## src/rtl/rx_frame_pkg.sv

```systemverilog
// rtl/rx_frame_pkg.sv - shared types, frame constants and parity helper for the frame receiver
package rx_frame_pkg;

  typedef enum logic [2:0] {
    IDLE,
    START,
    DATA,
    PARITY,
    STOP
  } rx_state_e;

  localparam int DATA_BITS  = 8;
  localparam int FRAME_BITS = 11;

  // True when the data byte plus its parity bit carry an even number of ones.
  function automatic logic even_parity_ok(input logic [DATA_BITS-1:0] data,
                                          input logic                 par);
    return ~(^{data, par});
  endfunction

endpackage

```

## src/rtl/bit_sync_edge.sv

```systemverilog
// rtl/bit_sync_edge.sv - two-flop line synchronizer with falling-edge detector
module bit_sync_edge (
  input  logic clk,
  input  logic rst,
  input  logic din_i,
  output logic level_o,
  output logic fall_o
);

  logic       s1_q;
  logic       s2_q;
  logic       prev_q;
  logic [1:0] prime_q;

  // prev_q only tracks the line once the reset value of the synchronizer has
  // been flushed out, so a line already low at reset release never looks like
  // a high->low transition.
  always_ff @(posedge clk) begin
    if (rst) begin
      s1_q    <= 1'b1;
      s2_q    <= 1'b1;
      prev_q  <= 1'b0;
      prime_q <= 2'b00;
    end else begin
      s1_q    <= din_i;
      s2_q    <= s1_q;
      prime_q <= {prime_q[0], 1'b1};
      prev_q  <= prime_q[1] ? s2_q : 1'b0;
    end
  end

  assign level_o = s2_q;
  assign fall_o  = prev_q & ~s2_q;

endmodule

```

## src/rtl/parity_frame_receiver.sv

```systemverilog
// rtl/parity_frame_receiver.sv - serial frame receiver with even-parity and stop-bit checking
module parity_frame_receiver
  import rx_frame_pkg::*;
#(
  parameter int CLKS_PER_BIT = 4,
  parameter int ERR_CNT_W    = 8
) (
  input  logic                 clk,
  input  logic                 rst,
  input  logic                 rx_serial,
  output logic [7:0]           rx_data,
  output logic                 rx_valid,
  output logic                 parity_error,
  output logic                 framing_error,
  output logic [ERR_CNT_W-1:0] error_count,
  output logic                 busy
);

  localparam int CNT_W = $clog2(CLKS_PER_BIT) + 1;
  localparam int IDX_W = $clog2(FRAME_BITS);
  localparam logic [CNT_W-1:0] CNT_LAST = CNT_W'(CLKS_PER_BIT - 1);
  localparam logic [CNT_W-1:0] CNT_FULL = CNT_W'(CLKS_PER_BIT);
  // Half a cell measured from the detector's edge; two of those cycles are
  // already spent in synchronizing and leaving IDLE.
  localparam logic [CNT_W-1:0] START_WAIT =
      CNT_W'((CLKS_PER_BIT / 2) >= 2 ? (CLKS_PER_BIT / 2) - 2 : 0);
  localparam logic [IDX_W-1:0] IDX_LAST = IDX_W'(DATA_BITS - 1);
  localparam logic [ERR_CNT_W-1:0] ERR_MAX = {ERR_CNT_W{1'b1}};

  logic line_level;
  logic line_fall;

  bit_sync_edge u_sync (
    .clk     (clk),
    .rst     (rst),
    .din_i   (rx_serial),
    .level_o (line_level),
    .fall_o  (line_fall)
  );

  rx_state_e                state_q,   state_d;
  logic [CNT_W-1:0]         cnt_q,     cnt_d;
  logic [IDX_W-1:0]         idx_q,     idx_d;
  logic [DATA_BITS-1:0]     shift_q,   shift_d;
  logic                     par_q,     par_d;
  logic                     stop_q,    stop_d;
  logic [7:0]               data_q,    data_d;
  logic                     perr_q,    perr_d;
  logic                     ferr_q,    ferr_d;
  logic                     valid_q,   valid_d;
  logic [ERR_CNT_W-1:0]     err_cnt_q, err_cnt_d;

  always_ff @(posedge clk) begin
    if (rst) begin
      state_q   <= IDLE;
      cnt_q     <= '0;
      idx_q     <= '0;
      shift_q   <= '0;
      par_q     <= 1'b0;
      stop_q    <= 1'b1;
      data_q    <= '0;
      perr_q    <= 1'b0;
      ferr_q    <= 1'b0;
      valid_q   <= 1'b0;
      err_cnt_q <= '0;
    end else begin
      state_q   <= state_d;
      cnt_q     <= cnt_d;
      idx_q     <= idx_d;
      shift_q   <= shift_d;
      par_q     <= par_d;
      stop_q    <= stop_d;
      data_q    <= data_d;
      perr_q    <= perr_d;
      ferr_q    <= ferr_d;
      valid_q   <= valid_d;
      err_cnt_q <= err_cnt_d;
    end
  end

  always_comb begin
    state_d   = state_q;
    cnt_d     = cnt_q;
    idx_d     = idx_q;
    shift_d   = shift_q;
    par_d     = par_q;
    stop_d    = stop_q;
    data_d    = data_q;
    perr_d    = perr_q;
    ferr_d    = ferr_q;
    valid_d   = 1'b0;
    err_cnt_d = err_cnt_q;

    unique case (state_q)
      IDLE: begin
        cnt_d = '0;
        idx_d = '0;
        if (line_fall) begin
          state_d = START;
        end
      end
      START: begin
        if (cnt_q == START_WAIT) begin
          cnt_d   = '0;
          state_d = line_level ? IDLE : DATA;
        end else begin
          cnt_d = cnt_q + 1'b1;
        end
      end
      DATA: begin
        if (cnt_q == CNT_LAST) begin
          cnt_d   = '0;
          shift_d = {line_level, shift_q[DATA_BITS-1:1]};
          if (idx_q == IDX_LAST) begin
            state_d = PARITY;
          end else begin
            idx_d = idx_q + 1'b1;
          end
        end else begin
          cnt_d = cnt_q + 1'b1;
        end
      end
      PARITY: begin
        if (cnt_q == CNT_LAST) begin
          cnt_d   = '0;
          par_d   = line_level;
          state_d = STOP;
        end else begin
          cnt_d = cnt_q + 1'b1;
        end
      end
      STOP: begin
        // Sample at the cell centre, then deliver on the following cycle.
        if (cnt_q == CNT_FULL) begin
          cnt_d   = '0;
          data_d  = shift_q;
          perr_d  = ~even_parity_ok(shift_q, par_q);
          ferr_d  = ~stop_q;
          valid_d = 1'b1;
          state_d = IDLE;
          if ((perr_d | ferr_d) && (err_cnt_q != ERR_MAX)) begin
            err_cnt_d = err_cnt_q + 1'b1;
          end
        end else begin
          if (cnt_q == CNT_LAST) begin
            stop_d = line_level;
          end
          cnt_d = cnt_q + 1'b1;
        end
      end
      default: begin
        state_d = IDLE;
      end
    endcase
  end

  assign rx_data       = data_q;
  assign rx_valid      = valid_q;
  assign parity_error  = perr_q;
  assign framing_error = ferr_q;
  assign error_count   = err_cnt_q;
  assign busy          = (state_q != IDLE);

endmodule

```

## config.mk

```make
export PLATFORM = sky130hd
export DESIGN_NAME = parity_frame_receiver
export DESIGN_NICKNAME = d
export VERILOG_FILES = /design/src/rtl/rx_frame_pkg.sv /design/src/rtl/bit_sync_edge.sv /design/src/rtl/parity_frame_receiver.sv
export SDC_FILE = /design/constraint.sdc
export NUM_CORES = 1
export LEC_CHECK = 0
export CAP_MARGIN = 0
export CORE_UTILIZATION = 55
export DETAILED_ROUTE_END_ITERATION = 10
export GPL_TIMING_DRIVEN = 0
export MAX_ROUTING_LAYER = met4
export PLACE_DENSITY = 0.79
export SLEW_MARGIN = 20
export SYNTH_ARGS = -nofsm -noshare
export SYNTH_HDL_FRONTEND = slang
export SYNTH_SLANG_ARGS = --single-unit
```

## constraint.sdc

```tcl
create_clock -name clk -period 3.2 [get_ports clk]
set_clock_uncertainty 0.2 [all_clocks]
set_input_delay 0.64 -clock clk [delete_from_list [all_inputs] [get_ports clk]]
set_output_delay 0.64 -clock clk [all_outputs]
set_load 0.005 [all_outputs]
```

==> key figures, run 1 <==
Clocking
  – TritonCTS buffer count: 5
  – Clock Tree Root: clkbuf_4
  – H-tree depth: 2
  – Hold Buf Count CTS: 0
  – Clock Sink Count: 44
  – Max clock buf depth: 2
  – Clk slew on worst S/H paths: 120 ps
  – TritonCTS clock tree: yes
  – Post-CTS setup buffers: 0
  – Worst-Skew Late Latency: 350 ps
  – Post-CTS sizing: 0

STA
  – Final setup fails: 0
  – Slew at the pin closest to its max-slew limit: 540 ps
  – Headroom to the max-slew limit: 64.0%
  – Hold Vio Cnt, Final: 0
  – Fmax achieved: 0.350 GHz
  – RSZ-0062 raised after global routing: false
  – WHS: 226 ps
  – Tmin final: 2850 ps
  – Worst setup margin: 345 ps
  – Max-slew violation count: 0
  – Period utilization: 89.2%
  – Setup TNS: 0 ps

Power
  – Pleak: 0.842 nW
  – Cell area power density: 368 nW/um^2
  – Maximum vdd drop: 0.289 mV
  – Final Power: 0.847 mW

Floorplan
  – Overall die area: 3830 um^2
  – Die H: 61.9 um
  – Core area: 3390 um^2
  – Top Ports: 23
  – Die width: 61.9 um
  – Initial Util: 58.1%
  – # rows: 21

Setup path
  – R2r setup slk: 850 ps
  – Crit Reg-Reg Endpoint: error_count[7]$_SDFFE_PP0P_
  – Worst-path fanout max: 9
  – Crit. End Element: output port
  – Worst reg2reg path depth: 5
  – Worst setup path startpoint: state_q[0]$_SDFFE_PP0P_
  – Worst Path Required: 2360 ps
  – Worst path cell trace: clkbuf_1 -> or2_2 -> clkbuf_1 -> nor2_1 -> inv_1 -> clkdlybuf4s50_1
  – Top cell by count, worst path: clkbuf_1
  – Crit path kind: register to output port
  – Arr. time, crit path: 2010 ps
  – Worst Setup Start Kind: register
  – Setup crit end: busy
  – Slowest-stage cell, CP: clkdlybuf4s50_1
  – Max stage delay on crit path: 440 ps
  – R2R Path Start: shift_q[1]$_SDFFE_PP0P_

Final layout
  – Layout cell share with drive strength beyond 1: 6.85%
  – Diodes inserted: 0
  – Layout area overhead: 16.6%
  – Register area: 881 um^2
  – Fin area: 2300 um^2
  – Layout Utilization: 67.8%
  – Layout filler cell count: 301
  – Nets: 257
  – Post-Layout Cell Count: 294
  – Multi-input logic area: 1000 um^2

Drt
  – DR pass1 iterations: 4
  – # DRC: 0
  – Drt total wl: 3.70 mm
  – DRT antenna net count: 0
  – Total vias in the final route: 1614
  – Drt wl/cell: 12.6 um
  – Via density per instance: 5.49
  – DR iter-0 viols: 44

Yosys
  – Number of distinct library cells after synthesis: 41
  – YS warnings: 0
  – Net count after synthesis: 228
  – Top_reg_cell synth: dfxtp_1
  – Register area share after synthesis: 44.7%
  – Post-synth EDFFs: 0
  – Synth Register Bits: 44
  – Mapped Cells: 219
  – Async SR Flop Fraction: 0%
  – Syn avg cell area: 9.00 um^2
  – Post-Syn Area: 1970 um^2

Worst hold path
  – Hold crit path type: register to register
  – Hold-critical path depth: 1

Flow run
  – Max Cap Violations: 0

Place
  – Post-DP Area: 2250 um^2
  – Placed insts: 287
  – IO Port Bufs: 22
  – Worst slack, placed: 696 ps
  – Post-DP HPWL: 2.62 mm
  – RD Place Congestion: 0.845

Global routing
  – Largest net degree at the start of global routing: 14
  – Global Route Usage Sum: 21.7%
  – Vias in the first global route: 1341
  – First-pass GRT wire length: 5.85 mm
  – GR Overflow Total: 0
  – Initial antenna violation count: 0

Status
  – Status: finished clean
critical path, delay by kind of cell, from the launching register on:
family | cells | cell delay [ps]
buffers and inverters | 4 | 840
and+or+nand+nor | 2 | 510
DFF | 1 | 320
area by class of cell:
cell class                 count  area share [%]
clock buffer                   5            1.63
sequential                    44            38.3
timing repair buffer          22            9.58
multi-input combinational    155            43.7
inverter                       8            1.31
buffer                        12            2.45
clock inverter                 2           0.544
tap                           46            2.50
cells by family after synthesis:
logic type	Yosys count	share of synthesized area (%)
simple gates	89	22.7
flops	44	44.7
compound gates	37	11.7
buf+inv	20	4.38
mux	14	7.17
xor+xnor	9	5.46
fa+ha+maj	6	3.81
per-layer routing:
layer  part of all wire, %  up-vias  GRT usage (%)
met2                    45       39           33.5
met4                   1.1        0           6.67
met3                   4.3        4           5.59
met1                    49      752           27.9
met5                     0        -              -
li1                      -      819              -
cells in the final DEF, fill, tap and decap left out, types with 3 or more instances in the layout:
master,instances
ha_1,6
nand2b_1,3
a22oi_1,3
a21oi_1,19
nor3_1,5
nor2b_1,5
mux2i_1,13
nand2_1,25
clkbuf_4,5
clkdlybuf4s50_1,22
and3_1,5
or2_2,3
inv_1,8
nor2_1,22
o31ai_1,4
xor2_1,5
dfxtp_1,44
nand4_1,3
or4_1,4
nand3_1,6
clkbuf_1,8
worst min path at each step:
stage,start,end
final,u_sync.s1_q$_SDFF_PP1_,u_sync.level_o$_SDFF_PP1_
after global routing,u_sync.s1_q$_SDFF_PP1_,u_sync.level_o$_SDFF_PP1_
after CTS,u_sync.s1_q$_SDFF_PP1_,u_sync.level_o$_SDFF_PP1_
after detailed placement,u_sync.s1_q$_SDFF_PP1_,u_sync.level_o$_SDFF_PP1_
after global placement,u_sync.s1_q$_SDFF_PP1_,u_sync.level_o$_SDFF_PP1_
after floorplan,u_sync.s1_q$_SDFF_PP1_,u_sync.level_o$_SDFF_PP1_
power by group:
part | internal (mW) | total [mW] | switching (mW)
Combinational | 0.0158 | 0.0428 | 0.0269
Clock | 0.0802 | 0.246 | 0.166
Sequential | 0.554 | 0.558 | 0.00436
sequential cells by signal (all words and copies together) (netlist names):
signal          cells
rx_valid            1
rx_data             8
u_sync.level_o      1
framing_error       1
stop_q              1
par_q               1
error_count         8
u_sync.prev_q       1
shift_q             8
u_sync.prime_q      2
state_q             3
idx_q               4
u_sync.s1_q         1
parity_error        1
cnt_q               3
cell usage after synthesis (3+ instances only):
cell type | n | share of area, %
and3_1 | 5 | 1.6
nand2_1 | 25 | 4.8
nand4_1 | 3 | 0.95
dfxtp_1 | 44 | 45
ha_1 | 6 | 3.8
nor2b_1 | 5 | 1.6
inv_1 | 8 | 1.5
clkbuf_1 | 8 | 1.5
a22oi_1 | 3 | 1.1
nand3_1 | 6 | 1.5
a21oi_1 | 19 | 4.8
mux2i_1 | 13 | 6.6
nand2b_1 | 3 | 0.95
xor2_1 | 5 | 2.2
nor3_1 | 5 | 1.3
o31ai_1 | 4 | 1.5
nor2_1 | 22 | 4.2
or2_2 | 3 | 0.95
or4_1 | 4 | 1.5
Note: power is estimated with default switching activity, not from simulation.
==> run 2, diff against run 1 <==
--- a/config.mk
+++ b/config.mk
@@ -5,6 +5,7 @@
 export SDC_FILE = /design/constraint.sdc
 export NUM_CORES = 1
 export LEC_CHECK = 0
+export ABC_CLOCK_PERIOD_IN_PS = 3200
 export CAP_MARGIN = 0
 export CORE_UTILIZATION = 55
 export DETAILED_ROUTE_END_ITERATION = 10
==> results of run 2 <==
No change in the layout: final DEF, timing and power equal those of run 1.
==> edit 1, RTL diff (settings of run 1) <==
Change the parameter `CLKS_PER_BIT` from 4 to 8.
--- a/src/rtl/parity_frame_receiver.sv
+++ b/src/rtl/parity_frame_receiver.sv
@@ -2,7 +2,7 @@
 module parity_frame_receiver
   import rx_frame_pkg::*;
 #(
-  parameter int CLKS_PER_BIT = 4,
+  parameter int CLKS_PER_BIT = 8,
   parameter int ERR_CNT_W    = 8
 ) (
   input  logic                 clk,
Formal check against the unedited RTL: not equivalent (Yosys sat finds a counterexample within 10 cycles, from zero or initial values and one cycle with rst high).
==> edit 1 against run 1 <==
- register-to-register slack worse by 0.04 ns
- global-route usage hardly changed
- setup slack better by 0.24 ns
- wire length is 4.7% higher
- area after synthesis is 5.2% higher
- synthesized cell count is 1.8% lower
- cell area is 5.5% higher
- final cell count is 1.7% lower
- sequential cell count is 1 higher
Power is not compared: it rests on default switching activity, and its combinational part moved more than twofold at a synthesized area within 25%.
==> edit 1: results (changes against run 1) <==
stage;metric;value;unit;change
global_route;gr-total-overflow;0;;unchanged
placement;port_buffers;22;;unchanged
min_path;hold_class;reg2reg;;
yosys;ys_seq_area_share;43.5;%;-1.2 points
cts;cts_setup_buffers;0;;unchanged
critical_path;worstPathMaxFanout;10;;+1
critical_path;reg2regPathDepth;8;;+3
outcome;status;finished clean;;
critical_path;worstReg2RegStart;cnt_q[0];;
global_route;use_met1;27.8;%;-0.18 points
cts;clk_pin_slew;0.08;ns;-0.04 ns
route;drt_iter0_markers;63;;+43%
global_route;met2_usage;32.6;%;-0.91 points
global_route;antenna_found_initial;0;;unchanged
placement;gp_congestion;0.792;;-6.3%
yosys;synthTopCellsByArea;dfxtp_1, mux2i_1, nor2_1, ha_1, nand2_1;;
critical_path;r2r_slack;0.81;ns;-0.04 ns
yosys;ys_top_cells_by_count;dfxtp_1, nor2_1, mux2i_1, nand2_1, nand3_1;;
global_route;grt_use_met3;4.89;%;-0.70 points
cts;numCtsBuffers;5;;unchanged
route;routedWlPerCell;13.4;um;+6.5%
global_route;grt_usage;21.7;%;about the same
sta;hold_slack;0.216;ns;-0.00938 ns
placement;dp_hpwl;2.70;mm;+3.1%
critical_path;crit_slowest_cell;clkdlybuf4s50_1;;
route;wirelength;3.88;mm;+4.7%
placement;dpl.cell_count;283;;-1.4%
pwr;vdd_drop_max;0.000334;V;
yosys;ys_warn_count;0;;unchanged
final_layout;final_nets;252;;-1.9%
yosys;synthDistinctLibCells;49;;+20%
critical_path;worst_path_largest_cell_delay;0.50;ns;+0.06 ns
cts;clkLatencyLatePin;0.29;ns;-0.06 ns
final_layout;drive_above_1_share;9.47;%;+2.6 points
min_path;holdPathEnd;u_sync.level_o;;
pwr;power_leakage;0.943;nW;
cts;htreeDepth;2;;unchanged
cts;max-clock-path-buffers;2;;unchanged
yosys;synthFlopType;dfxtp_1;;
global_route;grt_max_degree;13;;-1
yosys;synthesis.nets;223;;-2.2%
global_route;grt_pass1_wl;6.59;mm;+13%
global_route;grt_pass1_vias;1514;;+13%
route;dr.pass1.iters;7;;+3
critical_path;cp.arrival;1.78;ns;-0.23 ns
final_layout;diodes;0;;unchanged
route;drt-vias-per-instance;5.52;;+0.47%
cts;cts_resized;0;;unchanged
cts;clockRootBuffer;clkbuf_8;;
min_path;min_path_cells;1;;unchanged
critical_path;r2r_end;error_count[4];;
sta;slew_headroom;69.5;%;+5.5 points
yosys;synthArstFlopShare;0;%;unchanged
yosys;avgSynthCellArea;9.64;sq um;+7.2%
min_path;holdCritStartpoint;u_sync.s1_q;;
edit 1: changes by cell type after synthesis, moves of 3 or more:
cell	before	now
xor2_1	5	2
nor2_1	22	30
nand3_1	6	9
nand2_1	25	14
inv_1	8	2
nor3b_1	0	4
mux2i_1	13	21
nor3_1	5	1
a21oi_1	19	8
edit 1: metal layers:
metal	up-vias	wire length, um
li1	819	-
met1	739	1970
met2	29	1700
met3	7	137
met4	0	68
met5	-	0
edit 1: layout make-up:
cell class | count | area (sq um)
multi-input cells | 155 | 1090
fillers | 300 | 1040
flip-flops and latches | 45 | 901
repair buffers | 22 | 220
plain buffers | 12 | 71.3
clock buffers | 5 | 68.8
well taps | 46 | 57.6
inverters | 3 | 11.3
clock inverters | 1 | 5.00
edit 1: worst max-delay path: cells and delay by family, from the launching register on:
kind / cells / cell delay (ns)
buf+inv: 2 / 0.85
flops: 1 / 0.44
simple gates: 1 / 0.19
edit 1: kinds of logic after synthesis:
logic type	count (synthesis)	synth area share, %
AND/OR/NAND/NOR	91	24.4
AO/OA/AOI/OAI	29	9.53
multiplexers	23	11.2
buffers and inverters	15	3.98
flip-flops	45	43.5
XOR/XNOR	7	4.35
adder cells (fa/ha/maj)	5	3.02
edit 1: worst max path at each step:
stage / start / to / slack [ns]
after floorplan: cnt_q[0] / state_q[0] / 1.06
after global placement: cnt_q[0] / error_count[2] / 0.88
after detailed placement: cnt_q[0] / error_count[4] / 0.79
after CTS: state_q[1] / busy / 0.56
after global routing: state_q[1] / busy / 0.47
final: state_q[1] / busy / 0.58
edit 1: power by group:
group / leakage [nW] / internal (mW) / switching [mW]
sequential: 0.364 / 0.562 / 0.00142
combinational: 0.539 / 0.00755 / 0.0121
clock: 0.0399 / 0.144 / 0.178
total: 0.943 / 0.714 / 0.192
edit 1: metrics by stage:
stage	setup slack (ns)	area, sq um
after floorplan	1.06	2070
after global placement	0.879	2350
after detailed placement	0.793	2350
after CTS	0.565	2420
after global routing	0.471	2420
final	0.581	2420
==> edit 2, RTL diff (flow settings as in run 1) <==
Without the edit above. Encoding of `rx_state_e`: now one-hot (5 bits for 5 states).
--- a/src/rtl/rx_frame_pkg.sv
+++ b/src/rtl/rx_frame_pkg.sv
@@ -1,12 +1,12 @@
 // rtl/rx_frame_pkg.sv - shared types, frame constants and parity helper for the frame receiver
 package rx_frame_pkg;
 
-  typedef enum logic [2:0] {
-    IDLE,
-    START,
-    DATA,
-    PARITY,
-    STOP
+  typedef enum logic [4:0] {
+    IDLE   = 5'b00001,
+    START  = 5'b00010,
+    DATA   = 5'b00100,
+    PARITY = 5'b01000,
+    STOP   = 5'b10000
   } rx_state_e;
 
   localparam int DATA_BITS  = 8;
Formal check against the unedited RTL: no difference found for any inputs over 10 cycles, from zero or initial values and one cycle with rst high; not proved beyond that.
==> edit 2 against run 1 <==
- via count is 8.6% higher
- count of clock-buffer cells in the layout grew 1
- cell area rose by 9.1%
- area after synthesis is 7.9% higher
- sequential cell count up 2
- setup slack improved by 0.23 ns
- first-iteration DRC count increased by 140%
- wire length up 12%
- power increased by 21%
- critical path depth shrank 1
- final cell count up 9.5%
==> edit 2: results (changes against run 1) <==
stage;metric;value;unit;change
outcome;status;finished clean;;
critical_path;cp.arrival;1.79;ns;-0.22 ns
cts;htreeDepth;2;;unchanged
yosys;postSynthCellCount;245;;+12%
critical_path;r2r_slack;0.86;ns;
global_route;grt_pass1_wl;7.11;mm;+22%
final_layout;fill_cells;318;;+5.6%
pwr;p_int;815;uW;+25%
yosys;synthTopCellsByArea;dfxtp_1, nand2_1, a21oi_1, ha_1, mux2i_1;;
cts;clk_pin_slew;0.08;ns;-0.04 ns
yosys;synthArstFlopShare;0;%;unchanged
cts;clkLatencyLatePin;0.30;ns;-0.05 ns
cts;clockRootBuffer;clkbuf_8;;
placement;port_buffers;21;;-4.5%
pwr;power_leakage;0.874;nW;+3.9%
critical_path;critPathTopFamily;buffers and inverters;;
final_layout;diodes;0;;unchanged
placement;dpl.cell_count;314;;+9.4%
route;drt-vias-per-instance;5.44;;-0.89%
global_route;grt_pass1_vias;1571;;+17%
placement;dp_hpwl;3.00;mm;+15%
yosys;ys_seq_area_share;43.3;%;-1.4 points
yosys;ys_warn_count;0;;unchanged
critical_path;reg2regPathDepth;6;;+1
critical_path;crit_slowest_cell;clkdlybuf4s50_1;;
yosys;synthDistinctLibCells;48;;+17%
pwr;vdd_drop_max;0.000317;V;+9.9%
route;wl_met1;2.04;mm;+12%
final_layout;final_nets;282;;+9.7%
route;dr.pass1.iters;5;;+1
route;drt_iter0_markers;106;;+140%
critical_path;worstPathMaxFanout;10;;+1
yosys;synth_top_area_share;43.3;%;-1.4 points
critical_path;worst_path_largest_cell_delay;0.52;ns;+0.08 ns
sta;slew_headroom;57.0;%;-7.0 points
yosys;ys_top_cells_by_count;dfxtp_1, nand2_1, a21oi_1, nor2_1, nand3_1;;
placement;gp_congestion;0.845;;about the same
route;wirelength;4.16;mm;+12%
min_path;min_path_cells;1;;unchanged
route;wl_met3;109;um;-32%
sta;layout_min_cycle_time;2.63;ns;-0.227 ns
cts;max-clock-path-buffers;2;;unchanged
global_route;antenna_found_initial;0;;unchanged
route;routedWlPerCell;12.9;um;+2.7%
global_route;grt_usage;22.5;%;+0.84 points
final_layout;drive_above_1_share;6.20;%;-0.65 points
cts;cts_setup_buffers;0;;unchanged
route;met2_length;1.97;mm;+17%
global_route;grt_max_degree;15;;+1
[edit 2: cell types whose count changed after synthesis, sizes merged, moves of 4 or more]
cell / delta
a21oi: +9
nand2: +19
mux2i: -6
nor2: -8
and3: -4
nand3: +4
[edit 2: worst paths after layout]
| path | from | to |
|---|---|---|
| worst max register to register | shift_q[1] | error_count[7] |
| worst min register to register | u_sync.s1_q | u_sync.level_o |
| worst min-delay path | u_sync.s1_q | u_sync.level_o |
| worst max-delay path | state_q[3] | busy |
[edit 2: power by group through the flow]
stage / sequential (mW) / clock [mW] / combinational, mW
2_1_floorplan: 0.590 / 0 / 0.0146
3_3_place_gp: 0.591 / 0 / 0.0223
3_5_place_dp: 0.591 / 0 / 0.0222
4_1_cts: 0.577 / 0.434 / 0.0224
5_1_grt: 0.578 / 0.454 / 0.0246
6_report: 0.577 / 0.421 / 0.0220
[edit 2: per-stage QoR]
stage               util [%]  total power, mW  cell area (sq um)  hold slack (ns)  setup WS, ns
finish                  68.0             1.02               2510            0.216         0.572
global route            68.0             1.06               2510            0.248         0.473
CTS                     68.0             1.03               2510            0.216         0.551
detailed placement      65.0            0.613               2400            0.196         0.859
global placement        65.0            0.613               2400            0.191         0.885
floorplan                  -            0.605               2130            0.189          1.04
[edit 2: area by class of cell]
class | instances | area, sq um | area share [%]
Clock buffer | 6 | 72.6 | 2.89
Multi-Input combinational cell | 179 | 1110 | 44.4
Timing Repair Buffer | 21 | 210 | 8.38
Tap cell | 48 | 60.1 | 2.40
Inverter | 9 | 33.8 | 1.35
Sequential cell | 46 | 921 | 36.7
Buffer | 11 | 58.8 | 2.35
Clock inverter | 2 | 37.5 | 1.50
[edit 2: worst register-to-register path, stage by stage (launching register included)]
cell and delay, ns:
dfxtp_1 0.40, xor2_1 0.18, xnor3_2 0.47, mux2i_1 0.18, buf_6 0.16, nor4_1 0.30
mux2_1 0.35
[edit 2: kinds of logic after synthesis]
| group | Yosys count | share of synthesized area, % |
|---|---|---|
| DFF | 46 | 43.3 |
| and+or+nand+nor | 109 | 26.4 |
| AOI/OAI and AO/OA | 46 | 13.1 |
| muxes | 9 | 4.35 |
| adders and majority gates | 6 | 3.53 |
| buffers and inverters | 20 | 4.35 |
| xor gates and xnor gates | 9 | 5.06 |
[edit 2: per-layer routing]
metal	global-route usage, %	vias up
li1	-	914
met1	28.7	810
met2	36.2	24
met3	5.36	4
met4	5.28	0
met5	-	-
